**config.mk**
```make
export PLATFORM = sky130hd
export DESIGN_NAME = sat_counter
export DESIGN_NICKNAME = d
export VERILOG_FILES = /design/src/rtl/count_pkg.sv /design/src/rtl/sat_counter.sv
export SDC_FILE = /design/constraint.sdc
export NUM_CORES = 1
export LEC_CHECK = 0
export ABC_AREA = 1
export ABC_CLOCK_PERIOD_IN_PS = 2270
export CAP_MARGIN = 5
export CORE_MARGIN = 3
export CORE_UTILIZATION = 30
export DETAILED_ROUTE_END_ITERATION = 7
export DONT_BUFFER_PORTS = 1
export PLACE_DENSITY_LB_ADDON = 0.2
export RECOVER_POWER = 100
export SYNTH_ARGS = -nofsm -noshare
export SYNTH_HDL_FRONTEND = slang
export SYNTH_SLANG_ARGS = --single-unit
```
**constraint.sdc**
```tcl
create_clock -name clk -period 2.27 [get_ports clk]
set_clock_uncertainty 0.2 [all_clocks]
set_input_delay 0.227 -clock clk [delete_from_list [all_inputs] [get_ports clk]]
set_output_delay 0.227 -clock clk [all_outputs]
set_load 0.03 [all_outputs]
```
**src/rtl/count_pkg.sv**
```systemverilog
`default_nettype none
// ============================================================================
// Module   : count_pkg
// Brief    : Shared constants, FSM state type and saturating-add helper for
//            the count stream checker.
// Revision : 1.0
// ============================================================================
package count_pkg;

    localparam int COUNT_W = 4;
    localparam int WIN_LO  = 7;
    localparam int WIN_HI  = 14;
    localparam int MATCH_W = 4;

    typedef enum logic [0:0] {
        HUNT = 1'b0,
        LOCK = 1'b1
    } state_t;

    // Adds d to v and clamps the result at maxv.
    function automatic logic [31:0] sat_add(input logic [31:0] v,
                                            input logic [1:0]  d,
                                            input logic [31:0] maxv);
        logic [32:0] s;
        s = {1'b0, v} + {31'b0, d};
        if (s > {1'b0, maxv}) begin
            return maxv;
        end
        return s[31:0];
    endfunction

endpackage
`default_nettype wire

```
**src/rtl/sat_counter.sv**
```systemverilog
`default_nettype none
// ============================================================================
// Module   : sat_counter
// Brief    : Saturating up-counter; inc and inc2 each add one per cycle.
// Revision : 1.0
// ============================================================================
module sat_counter
    import count_pkg::*;
#(
    parameter int W = 8
) (
    input  logic         clk,
    input  logic         reset,
    input  logic         inc,
    input  logic         inc2,
    output logic [W-1:0] count
);

    localparam logic [W-1:0] MAX = '1;

    logic [1:0] delta;

    assign delta = {1'b0, inc} + {1'b0, inc2};

    always_ff @(posedge clk) begin
        if (reset) begin
            count <= '0;
        end else begin
            count <= W'(sat_add(32'(count), delta, 32'(MAX)));
        end
    end

endmodule
`default_nettype wire

```
==> results.tsv <==
metric	value	unit
row_count	12	
syn_avg_cell_area	7.88	um^2
power	0.308	mW
final_layout_size_suffix_gt1_share	10.9	%
grt_use_met1	11.5	%
hold_viol	0	
nFillCells	130	
fmax	0.510	GHz
cap_viol_max_count	0	
regMostFlops	count	
synth.yosys.warnings	0	
yosysSeqAreaShare	39.9	%
crit_path_end_kind	flop	
globalplace.congestion	0.677	
relSlewSlack	70.7	%
wire_per_inst	11.0	um
cts_resized	0	
tightest_slew	0.438	ns
status	complete, no violations	
clock_path_buffers	2	
reg.largest.list	count x8	
grt-busiest-layer	met2	
cts.sinks	8	
hold_class	primary input to flop	
holdBufCountCts	1	
largest_reg_flops	8	
grt_usage	9.96	%
finalCriticalPeriod	1.96	ns
grt_max_degree	9	
final_common_cell	nand2_1	
netlist_instances	51	
dieArea	0.00181	mm^2
register_area	160	um^2
yosys_register_bits	8	
start_kind	flop	
setup_tns	0	ns
ios	12	
grt_overflow_total	0	
syn-num-nets	57	
drt_iter0_markers	4	
syn_area	402	um^2
yosysUniqueCellTypes	17	
die_h	42.6	um
dp_slack	0.380	ns
dr.pass1.iters	4	
worstSkewPairLatency	0.25	ns
routed_via_density	4.49	
period_share	86.3	%
ir_drop	0.260	mV
path_clk_slew	0.06	ns
rsz0062_at_grt	no	
area_growth	11.2	%
totalWireLength	756	um
worst_ep_required_time	2.20	ns
drc	0	
grt_pass1_vias	278	
crit_type	flop to flop	
met2_usage	13.4	%
die_x	42.6	um
crit_arrival	1.89	ns
cts-root-buf	clkbuf_4	
routed-via-count	310	
powerDensity	690	mW/mm^2
cts_tree	built	
initial_core_util	33.9	%
utilization	37.7	%
setup_slack	0.311	ns
dp_hpwl	560	um
grt_antenna_before_repair	0	
setup_viol	0	
htreeDepth	1	
post-cts-setup-buffers	0	
io_buffers	0	
core	0.00119	mm^2
grt_pass1_wl	1290	um
ant_nets	0	
use_met3	6.87	%
p_leak	0.184	nW
antenna_cells	0	
critPathMaxFanout	7	
nNetsFinal	63	
mostFrequentLayoutCells	11 x nand2_1, 8 x inv_1, 8 x dfxtp_1, 7 x a21oi_1, 5 x nor2_1	
multi_input_area	203	um^2
drv_slew	0	
cts_buffers	3	
-- critical path, cell delays in order (launching register included) --
cell and delay [ns]:
dfxtp_1 0.41, fa_1 0.44, ha_1 0.22, nand2_1 0.14, inv_1 0.11, nand3_4 0.14
nand2_1 0.06, nor2_1 0.08, nor2_1 0.04
-- layout make-up --
class                   count  area share (%)
clock buffers               3            5.04
repair buffers              2            3.08
multi-input cells          34            45.4
inverters                   8            6.72
well taps                  14            3.92
flip-flops and latches      8            35.9
-- cells in the mapped netlist --
| cell type | number | share of area (%) |
|---|---|---|
| dfxtp_1 | 8 | 40 |
| buf_1 | 1 | 0.93 |
| nor2_4 | 1 | 2.8 |
| nand4_1 | 1 | 1.6 |
| o21ai_0 | 1 | 1.2 |
| a21oi_1 | 7 | 8.7 |
| xor2_1 | 1 | 2.2 |
| fa_1 | 1 | 5.0 |
| and2_1 | 1 | 1.6 |
| nand3_4 | 1 | 4.4 |
| xnor2_1 | 1 | 2.2 |
| nor2_1 | 5 | 4.7 |
| inv_1 | 8 | 7.5 |
| ha_1 | 1 | 3.1 |
| nand2_2 | 3 | 4.7 |
| nand3_1 | 1 | 1.2 |
| nand2_1 | 9 | 8.4 |
-- per-layer routing --
metal  part of all wire, %  vias to the layer above
li1                      -                      168
met1                    45                      131
met2                    46                        9
met3                   7.3                        2
met4                   1.9                        0
met5                     0                        -
-- kinds of logic after synthesis --
group,synth area share (%)
simple gates,29.3
compound gates,9.97
buf+inv,8.41
xor+xnor,4.36
fa+ha+maj,8.10
flops,39.9
-- worst paths after layout --
path,slack [ns],startpoint,to,depth (start not counted)
worst min-delay path,0.10,inc2,count[0]$_SDFF_PP0_,3
worst max register to register,0.31,count[0]$_SDFF_PP0_,count[5]$_SDFF_PP0_,8
worst max-delay path,0.31,count[0]$_SDFF_PP0_,count[5]$_SDFF_PP0_,8
worst min register to register,0.44,count[1]$_SDFF_PP0_,count[1]$_SDFF_PP0_,3
-- per-stage QoR --
step,hold WS (ns),instances,instance area (um^2)
floorplan,0.305,51,402
global placement,0.0973,65,423
detailed placement,0.0986,65,423
CTS,0.105,69,455
global route,0.123,69,447
finish,0.104,69,447
-- power by group --
part | total, mW | switching, mW | internal [mW]
combinational | 0.0335 | 0.0202 | 0.0132
sequential | 0.165 | 0.0162 | 0.149
clock | 0.110 | 0.0494 | 0.0606
Power figures use the tool's default switching activity.
